$ cat config.mk
export PLATFORM = sky130hd
export DESIGN_NAME = tanh_backward
export DESIGN_NICKNAME = d
export VERILOG_FILES = /design/src/rtl/tanh_backward.sv
export SDC_FILE = /design/constraint.sdc
export NUM_CORES = 2
export LEC_CHECK = 0
export ABC_AREA = 1
export CAP_MARGIN = 20
export CORE_MARGIN = 2
export CORE_UTILIZATION = 70
export CTS_BUF_LIST = sky130_fd_sc_hd__clkbuf_16
export DETAILED_ROUTE_END_ITERATION = 16
export PLACE_DENSITY = 0.89
export SLEW_MARGIN = 0
export SYNTH_ARGS = -nofsm -noshare
export SYNTH_HDL_FRONTEND = slang
export SYNTH_SLANG_ARGS = --single-unit
$ cat constraint.sdc
create_clock -name clk -period 49.2 [get_ports clk]
set_input_delay 12.3 -clock clk [delete_from_list [all_inputs] [get_ports clk]]
set_output_delay 12.3 -clock clk [all_outputs]
set_load 0.02 [all_outputs]
$ cat src/rtl/tanh_backward.sv
// Backward pass of tanh: result = grad * (1 - y*y), computed over three cycles
// on one shared single-precision multiplier and one adder, with a NaN fast path.
module tanh_backward #(
  parameter int NAN_CANON = 1
) (
  input  logic        clk,
  input  logic        rst_n,
  input  logic [31:0] y,
  input  logic [31:0] grad,
  input  logic        in_valid,
  output logic        in_ready,
  output logic [31:0] result,
  output logic        out_valid,
  input  logic        out_ready,
  output logic [15:0] op_count
);

  localparam logic [31:0] QNAN = 32'h7FC0_0000;
  localparam logic [31:0] ONE  = 32'h3F80_0000;

  typedef enum logic [2:0] {
    IDLE = 3'd0,
    SQ   = 3'd1,
    SUB  = 3'd2,
    MUL  = 3'd3,
    DONE = 3'd4
  } state_t;

  function automatic logic f_is_nan(input logic [31:0] a);
    return (a[30:23] == 8'hFF) && (a[22:0] != 23'd0);
  endfunction

  // Subnormal operands and results are flushed to signed zero; rounding is nearest-even.
  function automatic logic [31:0] f_mul(input logic [31:0] a, input logic [31:0] b);
    logic               sgn;
    logic [7:0]         ea;
    logic [7:0]         eb;
    logic [47:0]        prod;
    logic [23:0]        mant;
    logic               guard;
    logic               sticky;
    logic signed [10:0] e;
    logic [31:0]        r;
    sgn    = a[31] ^ b[31];
    ea     = a[30:23];
    eb     = b[30:23];
    prod   = 48'd0;
    mant   = 24'd0;
    guard  = 1'b0;
    sticky = 1'b0;
    e      = 11'sd0;
    if (f_is_nan(a) || f_is_nan(b)) begin
      r = QNAN;
    end else if ((ea == 8'hFF) || (eb == 8'hFF)) begin
      if ((ea == 8'd0) || (eb == 8'd0)) begin
        r = QNAN;
      end else begin
        r = {sgn, 8'hFF, 23'd0};
      end
    end else if ((ea == 8'd0) || (eb == 8'd0)) begin
      r = {sgn, 31'd0};
    end else begin
      prod = {24'd0, 1'b1, a[22:0]} * {24'd0, 1'b1, b[22:0]};
      e    = $signed({3'b000, ea}) + $signed({3'b000, eb}) - 11'sd127;
      if (prod[47]) begin
        mant   = {1'b0, prod[46:24]};
        guard  = prod[23];
        sticky = |prod[22:0];
        e      = e + 11'sd1;
      end else begin
        mant   = {1'b0, prod[45:23]};
        guard  = prod[22];
        sticky = |prod[21:0];
      end
      if (guard && (sticky || mant[0])) begin
        mant = mant + 24'd1;
      end else begin
        mant = mant;
      end
      // A rounding carry leaves the fraction at zero and bumps the exponent.
      if (mant[23]) begin
        e = e + 11'sd1;
      end else begin
        e = e;
      end
      if (e >= 11'sd255) begin
        r = {sgn, 8'hFF, 23'd0};
      end else if (e <= 11'sd0) begin
        r = {sgn, 31'd0};
      end else begin
        r = {sgn, e[7:0], mant[22:0]};
      end
    end
    return r;
  endfunction

  // Operands carry guard/round/sticky bits below the 24-bit significand.
  function automatic logic [31:0] f_add(input logic [31:0] a, input logic [31:0] b);
    logic [7:0]         ea;
    logic [7:0]         eb;
    logic [31:0]        big;
    logic [31:0]        sml;
    logic [7:0]         dexp;
    logic [26:0]        mb;
    logic [26:0]        ms;
    logic [26:0]        mask;
    logic               stk;
    logic [27:0]        sum;
    logic [26:0]        m;
    logic [24:0]        rm;
    logic signed [10:0] e;
    logic [31:0]        r;
    ea   = a[30:23];
    eb   = b[30:23];
    big  = a;
    sml  = b;
    dexp = 8'd0;
    mb   = 27'd0;
    ms   = 27'd0;
    mask = 27'd0;
    stk  = 1'b0;
    sum  = 28'd0;
    m    = 27'd0;
    rm   = 25'd0;
    e    = 11'sd0;
    if (f_is_nan(a) || f_is_nan(b)) begin
      r = QNAN;
    end else if ((ea == 8'hFF) || (eb == 8'hFF)) begin
      if ((ea == 8'hFF) && (eb == 8'hFF) && (a[31] != b[31])) begin
        r = QNAN;
      end else if (ea == 8'hFF) begin
        r = a;
      end else begin
        r = b;
      end
    end else if ((ea == 8'd0) && (eb == 8'd0)) begin
      r = {a[31] & b[31], 31'd0};
    end else if (ea == 8'd0) begin
      r = b;
    end else if (eb == 8'd0) begin
      r = a;
    end else begin
      if (a[30:0] >= b[30:0]) begin
        big = a;
        sml = b;
      end else begin
        big = b;
        sml = a;
      end
      dexp = big[30:23] - sml[30:23];
      mb   = {1'b1, big[22:0], 3'b000};
      ms   = {1'b1, sml[22:0], 3'b000};
      if (dexp >= 8'd27) begin
        ms  = 27'd0;
        stk = 1'b1;
      end else begin
        mask = (27'd1 << dexp) - 27'd1;
        stk  = |(ms & mask);
        ms   = ms >> dexp;
      end
      ms[0] = ms[0] | stk;
      e     = $signed({3'b000, big[30:23]});
      if (big[31] == sml[31]) begin
        sum = {1'b0, mb} + {1'b0, ms};
        if (sum[27]) begin
          m = {sum[27:2], sum[1] | sum[0]};
          e = e + 11'sd1;
        end else begin
          m = sum[26:0];
        end
      end else begin
        m = mb - ms;
      end
      if (m == 27'd0) begin
        r = 32'd0;
      end else begin
        for (int i = 0; i < 26; i++) begin
          if (!m[26]) begin
            m = {m[25:0], 1'b0};
            e = e - 11'sd1;
          end else begin
            m = m;
          end
        end
        rm = {1'b0, m[26:3]};
        if (m[2] && (m[1] || m[0] || m[3])) begin
          rm = rm + 25'd1;
        end else begin
          rm = rm;
        end
        if (rm[24]) begin
          rm = rm >> 1;
          e  = e + 11'sd1;
        end else begin
          rm = rm;
        end
        if (e >= 11'sd255) begin
          r = {big[31], 8'hFF, 23'd0};
        end else if (e <= 11'sd0) begin
          r = {big[31], 31'd0};
        end else begin
          r = {big[31], e[7:0], rm[22:0]};
        end
      end
    end
    return r;
  endfunction

  state_t      state_r;
  state_t      state_next_s;
  logic [31:0] y_r;
  logic [31:0] grad_r;
  logic [31:0] sq_r;
  logic [31:0] d_r;
  logic [31:0] result_r;
  logic        out_valid_r;
  logic [15:0] op_count_r;
  logic        accept_s;
  logic        nan_fast_s;
  logic        handshake_s;
  logic [31:0] mul_a_s;
  logic [31:0] mul_b_s;
  logic [31:0] mul_s;
  logic [31:0] add_s;

  assign in_ready    = (state_r == IDLE);
  assign accept_s    = in_valid & in_ready;
  assign nan_fast_s  = (NAN_CANON != 0) && (f_is_nan(y) || f_is_nan(grad));
  assign handshake_s = out_valid_r & out_ready;
  assign result      = result_r;
  assign out_valid   = out_valid_r;
  assign op_count    = op_count_r;

  // Shared multiplier operand select: y*y while squaring, grad*d otherwise.
  always_comb begin
    mul_a_s = grad_r;
    mul_b_s = d_r;
    if (state_r == SQ) begin
      mul_a_s = y_r;
      mul_b_s = y_r;
    end else begin
      mul_a_s = grad_r;
      mul_b_s = d_r;
    end
  end

  assign mul_s = f_mul(mul_a_s, mul_b_s);
  assign add_s = f_add(ONE, {~sq_r[31], sq_r[30:0]});

  // Next-state decode.
  always_comb begin
    state_next_s = state_r;
    case (state_r)
      IDLE: begin
        if (accept_s) begin
          state_next_s = nan_fast_s ? DONE : SQ;
        end else begin
          state_next_s = IDLE;
        end
      end
      SQ:   state_next_s = SUB;
      SUB:  state_next_s = MUL;
      MUL:  state_next_s = DONE;
      DONE: begin
        if (handshake_s) begin
          state_next_s = IDLE;
        end else begin
          state_next_s = DONE;
        end
      end
      default: state_next_s = IDLE;
    endcase
  end

  // State register.
  always_ff @(posedge clk or negedge rst_n) begin
    if (!rst_n) begin
      state_r <= IDLE;
    end else begin
      state_r <= state_next_s;
    end
  end

  // Operand capture, pipeline stages, output and completion counter.
  always_ff @(posedge clk or negedge rst_n) begin
    if (!rst_n) begin
      y_r         <= 32'd0;
      grad_r      <= 32'd0;
      sq_r        <= 32'd0;
      d_r         <= 32'd0;
      result_r    <= 32'd0;
      out_valid_r <= 1'b0;
      op_count_r  <= 16'd0;
    end else begin
      case (state_r)
        IDLE: begin
          if (accept_s) begin
            y_r    <= y;
            grad_r <= grad;
            if (nan_fast_s) begin
              result_r    <= QNAN;
              out_valid_r <= 1'b1;
            end
          end
        end
        SQ:  sq_r <= mul_s;
        SUB: d_r  <= add_s;
        MUL: begin
          result_r    <= mul_s;
          out_valid_r <= 1'b1;
        end
        DONE: begin
          if (handshake_s) begin
            out_valid_r <= 1'b0;
            op_count_r  <= op_count_r + 16'd1;
          end
        end
        default: out_valid_r <= 1'b0;
      endcase
    end
  end

endmodule

# Word level (Yosys, flattened, before mapping)

Cells that the tools add are included.

Register bits after elaboration: 180
Input bits: 68
Output and inout bits: 50
Logic and storage cells: 456

$add $sub $neg: 39
Multiply operators: 1
Order comparisons: 6
Equal/unequal tests: 13
Shift operators: 2
Muxes and demuxes: 346
Bitwise operators: 8
Reduce and logical (&&, ||, !) cells: 33

Operator list:

| cell                  | count |
|---|---|
| $mux 27               | 139 |
| $mux 11               | 146 |
| $mux 32               | 19 |
| $sub 11x2->11 const B | 26 |
| $mux 24               | 7 |
| $mux 31               | 5 |
| $mux 25               | 5 |
| $reduce_bool 23->1    | 5 |
| $pmux 32 s2           | 1 |
| $mul 24x24->48        | 1 |
| $mux 23               | 2 |
| $eq 8x8->1 const B    | 5 |
| $ge 30x31->1 const A  | 1 |
| $add 27x27->28        | 1 |
| $and 27x27->27        | 1 |
| $logic_not 27->1      | 1 |
| $reduce_or 27->1      | 1 |
| $shl 1x8->27 const A  | 1 |
| $shr 27x8->27         | 1 |
| $sub 27x1->27 const B | 1 |
| $sub 27x27->27        | 1 |
| $add 24x1->25 const B | 1 |
| $add 24x1->24 const B | 1 |
| $logic_not 8->1       | 3 |
| other kinds (35)      | 73 |

# Logic depth before layout (Yosys ltp)

Depth after elaboration: 190
Gate-level depth with buffers: 147

# Worst setup path before layout

OpenSTA, ideal clock, no wires.

Path kind: register to register
Start point: reg sq_r[30]
End point: reg d_r[24]
Arrival time: 18.732 ns
Slack: 30.351 ns
Stages on the path, launching flop included: 135
Cells stage by stage: dfrtp_1 -> buf_4 -> inv_2 -> nand2_1 -> nor2_1 -> nand2_1 -> nor2_1 -> nand2_1 -> o211ai_2 -> nand2_1 -> nand2_2 -> buf_4 -> buf_2 -> buf_2 -> buf_1 -> nand3_1 -> nand3_1 -> a21oi_1 -> [99 not listed] -> o21ai_0 -> ha_1 -> mux2i_1 -> ha_1 -> nor2_1 -> nor2_1 -> nor3_1 -> nand3_1 -> nor2_1 -> nand2_1 -> a21oi_1 -> nand2_1 -> nand3_1 -> nand2_1 -> nand2_1 -> nand2_1 -> nand2_1 -> nand2_1

Cells in the longest elaborated chain, start to end: 190
Elaborated cells on any way between the ends: 353
Classes of those cells: add/sub (33); order compare (4); eq/ne (2); shift (2); mux (302); bitwise (3); reduce/logical (7)

Ends and longest elaborated chain:

| element                  | line | source |
|---|---|---|
| start: declaration       | 213  | `logic [31:0] sq_r;` |
| start signal: assignment | 306  | `SQ: sq_r <= mul_s;` |
| $ge 30x31->1             | 143  | `if (a[30:0] >= b[30:0]) begin` |
| $mux 32                  | 143  |  |
| $mux 32                  | 140  | `end else if (eb == 8'd0) begin` |
| $mux 32                  | 128  | `end else if ((ea == 8'hFF) \|\| (eb == 8'hFF)) begin` |
| $mux 32                  | 126  | `if (f_is_nan(a) \|\| f_is_nan(b)) begin` |
| $sub 8x8->8              | 150  | `dexp = big[30:23] - sml[30:23];` |
| $shl 1x8->27             | 157  | `mask = (27'd1 << dexp) - 27'd1;` |
| $sub 27x1->27            | 157  |  |
| [174 not listed]         | --   |  |
| $mux 11                  | 126  |  |
| $le 11x1->1              | 199  | `end else if (e <= 11'sd0) begin` |
| $mux 31                  | 199  |  |
| $mux 31                  | 197  | `if (e >= 11'sd255) begin` |
| $mux 32                  | 174  | `if (m == 27'd0) begin` |
| $mux 32                  | 140  |  |
| $mux 32                  | 128  |  |
| $mux 32 (*)              | 126  |  |
| end signal: assignment   | 307  | `SUB: d_r <= add_s;` |
| end: declaration         | 214  | `logic [31:0] d_r;` |

Every way passes the cells marked *; elsewhere a longest branch is shown, timed or not. The select of a mux whose other input is x is not followed.
A chain may end at the register's enable or synchronous reset.

# Final worst setup path

Start point: reg sq_r[23]
End point: reg d_r[21]

Same word-level chain as after synthesis.

==> impl_metrics.tcl <==
set metrics [dict create \
    fin_crit_ps 23860 \
    placed_cells 7826 \
    vias 46100 \
    critPathMaxFanout 33 \
    status "completed" \
    syn_avg_cell_area_sq_um 6.43 \
    cts.clk_slew.worst_paths_ps 90 \
    antenna_found_initial 1 \
    cts_htree_levels 4 \
    place_congestion 1.01 \
    grt_max_degree 118 \
    final_antenna_net_count 0 \
    dp_slack_ps 25730 \
    drtIter0Drc 4655 \
    cts_buffer_depth 2 \
    fin_setup_tns_ps 0 \
    synth.distinct_cells 80 \
    grt_overflow_total 0 \
    ios 118 \
    vias_per_cell 5.86 \
    cts_hold_buf 0 \
    die_area_sq_um 66800 \
    cp_slowest_cell "nor2_4" \
    endpoint "d_r[21]" \
    slew_viol_final 0 \
    wire_per_inst_microns 17.0 \
    utilization_pct 74.2 \
    cts_sinks 179 \
    max_cap_violations 0 \
    worst_r2r_path_depth 126 \
    synth-async-reset-ratio_pct 100 \
    cts_root_buf "clkbuf_16" \
    fillCellCount 5228 \
    fp-row-count 93 \
    ys_ff_latch 179 \
    rr_endpoint "d_r[21]" \
    fin_crit_sh_pct 48.5 \
    syn2layout_area_growth_pct 5.09 \
    r2r_slack_ps 25340 \
    worst_pin_slew_ps 1210 \
    port_buffers 116 \
    setup_viol 0 \
    core_area_sq_um 64200 \
    first_pass_iters 9 \
    grt_first_pass_wirelength_microns 218000 \
    ys.flop_type "dfrtp_1" \
    yosysWarnings 0 \
    clock_latency_ps 510 \
    drive_above_1_share_pct 6.21 \
    cts_tree "done" \
    path_class "reg -> reg" \
    cts_buffers 17 \
    critPathArrivalTime_ps 24270 \
    path_common_cell "nand2_1" \
    netlist_instances 7047 \
    rsz0062_at_grt "no" \
    cp-end-kind "register" \
    worst_slack_ps 25340 \
    finClkSkew_ps 26.7 \
    post-cts-setup-buffer-count 0 \
    critPathRequiredTime_ps 49610 \
    start_util_pct 70.6 \
    die-width_microns 259 \
    fin_cells 7864 \
    hold_viol 0 \
    dp_hpwl_microns 108000 \
    syn-cell-area_sq_um 45300 \
    grt_pass1_vias 44200 \
    slew_headroom_pct 18.5 \
    grt.total_usage_pct 40.1 \
    synth_nets 7863 \
    hold_class "reg -> reg" \
    synth_edf_count 0 \
    ctsResizeCount 0 \
    ys_seq_area_share_pct 9.88 \
    critPathLaunchType "register" \
    drc 0 \
    die_y_microns 259 \
    r2r_start "sq_r[23]" \
    max_stage_delay_ps 680 \
    worstSetupStartpoint "sq_r[23]" \
    max_freq_mhz 41.9 \
    nets 7808 \
    drt_wl_total_microns 134000 \
]
-- synthesized netlist by cell type, drive strengths merged (2+ instances only) --
| master | n | share of area (%) |
|---|---|---|
| a211oi | 11 | 0.18 |
| a21boi | 2 | 0.033 |
| a21o | 8 | 0.13 |
| a21oi | 183 | 2.1 |
| a221oi | 4 | 0.077 |
| a22oi | 6 | 0.099 |
| a31oi | 22 | 0.32 |
| a41oi | 2 | 0.039 |
| and2 | 2 | 0.028 |
| buf | 71 | 0.98 |
| clkbuf | 178 | 1.5 |
| clkinv | 12 | 0.099 |
| dfrtp | 179 | 9.9 |
| fa | 484 | 21 |
| ha | 264 | 7.3 |
| inv | 1342 | 11 |
| mux2i | 3 | 0.066 |
| nand2 | 2085 | 18 |
| nand3 | 608 | 7.5 |
| nand3b | 21 | 0.35 |
| nand4 | 156 | 2.2 |
| nor2 | 637 | 5.8 |
| nor3 | 87 | 1.0 |
| nor3b | 4 | 0.091 |
| nor4 | 46 | 0.63 |
| o2111ai | 6 | 0.12 |
| o211ai | 34 | 0.59 |
| o21a | 16 | 0.26 |
| o21ai | 337 | 3.8 |
| o21bai | 15 | 0.26 |
| o221a | 2 | 0.050 |
| o221ai | 18 | 0.35 |
| o22ai | 10 | 0.14 |
| o311ai | 4 | 0.12 |
| o31ai | 8 | 0.13 |
| o41ai | 4 | 0.12 |
| or2 | 20 | 0.28 |
| xnor2 | 33 | 0.65 |
| xor2 | 113 | 2.2 |
-- state kept, by name, summed over array words and instances, names as in the netlist --
name and cells:
grad_r 32, out_valid 1, y_r 31, state_r 3, result 32, op_count 16, sq_r 32, d_r 32
-- cells by family after synthesis --
| logic type | Yosys count | share of synthesized area [%] |
|---|---|---|
| AO/OA/AOI/OAI | 697 | 8.95 |
| XOR/XNOR | 146 | 2.84 |
| adder cells (fa/ha/maj) | 748 | 28.7 |
| buffers and inverters | 1603 | 13.7 |
| flip-flops | 179 | 9.88 |
| multiplexers | 3 | 0.0662 |
| AND/OR/NAND/NOR | 3671 | 35.9 |
-- through the flow --
stage | cell area (sq um) | hold WS (ps)
floorplan | 45300 | 437
global placement | 47000 | 450
detailed placement | 47000 | 458
CTS | 47600 | 478
global route | 47600 | 495
finish | 47600 | 478
-- routing by layer --
layer  wire length, microns  up-vias  GRT usage (%)
li1                       -    21900              -
met1                  53300    21400           52.6
met2                  59100     2397           62.9
met3                  14900      440           10.0
met4                   6310        2           17.9
met5                     39        -          0.427
-- how the worst min path moves through the flow --
stage	start	to	slack, ps	cells after the start
after CTS	op_count[15]	op_count[15]	480	1
after floorplan	grad_r[12]	grad_r[12]	440	2
after global placement	grad_r[3]	grad_r[3]	450	2
after detailed placement	grad_r[26]	grad_r[26]	460	2
final	op_count[15]	op_count[15]	480	1
after global routing	grad_r[27]	grad_r[27]	500	2
-- cell type report --
cell class	count	area [sq um]	share of cell area, %
Inverter	1354	5090	10.7
Antenna cell	4	10.0	0.0210
Timing Repair Buffer	175	1610	3.38
Multi-Input combinational cell	5265	34700	72.9
Sequential cell	179	4480	9.40
Tap cell	855	1070	2.25
Clock inverter	15	236	0.496
Clock buffer	17	425	0.893
-- layout by cell type (no fill, tap or decap), types with 13 or more instances in the layout --
cell type | netlist | routed
nor3_1 | 83 | 80
xor2_1 | 113 | 113
nor2_1 | 592 | 591
buf_4 | 14 | 57
a31oi_1 | 21 | 21
a21oi_1 | 179 | 179
nand4_1 | 151 | 151
clkdlybuf4s50_1 | 0 | 115
o21ai_1 | 59 | 64
fa_1 | 484 | 484
dfrtp_1 | 179 | 179
xnor2_1 | 32 | 32
o21ai_2 | 3 | 13
or2_2 | 18 | 18
clkbuf_16 | 0 | 17
inv_2 | 73 | 74
o21ai_0 | 274 | 259
ha_1 | 264 | 264
o211ai_1 | 32 | 32
nand2_4 | 13 | 13
o221ai_1 | 18 | 18
nor2_2 | 28 | 28
nand3_2 | 59 | 59
inv_1 | 1266 | 1265
nor2_4 | 12 | 13
nand3_1 | 545 | 545
nand2_1 | 1989 | 1989
nand3b_1 | 21 | 21
o21a_1 | 16 | 16
nor4_1 | 46 | 46
o21bai_1 | 14 | 14
nand2_2 | 83 | 83
-- worst max-delay path: cells and delay by family, from the launching register on --
kind,cells,cell delay [ps]
DFF,1,330
and+or+nand+nor,60,10090
muxes,1,270
buffers and inverters,21,2050
adders and majority gates,23,6490
AOI/OAI and AO/OA,21,4490
Power is left out: the tool's default activity adds up to more than one toggle a clock period on the data nets, which glitch-free logic cannot reach.
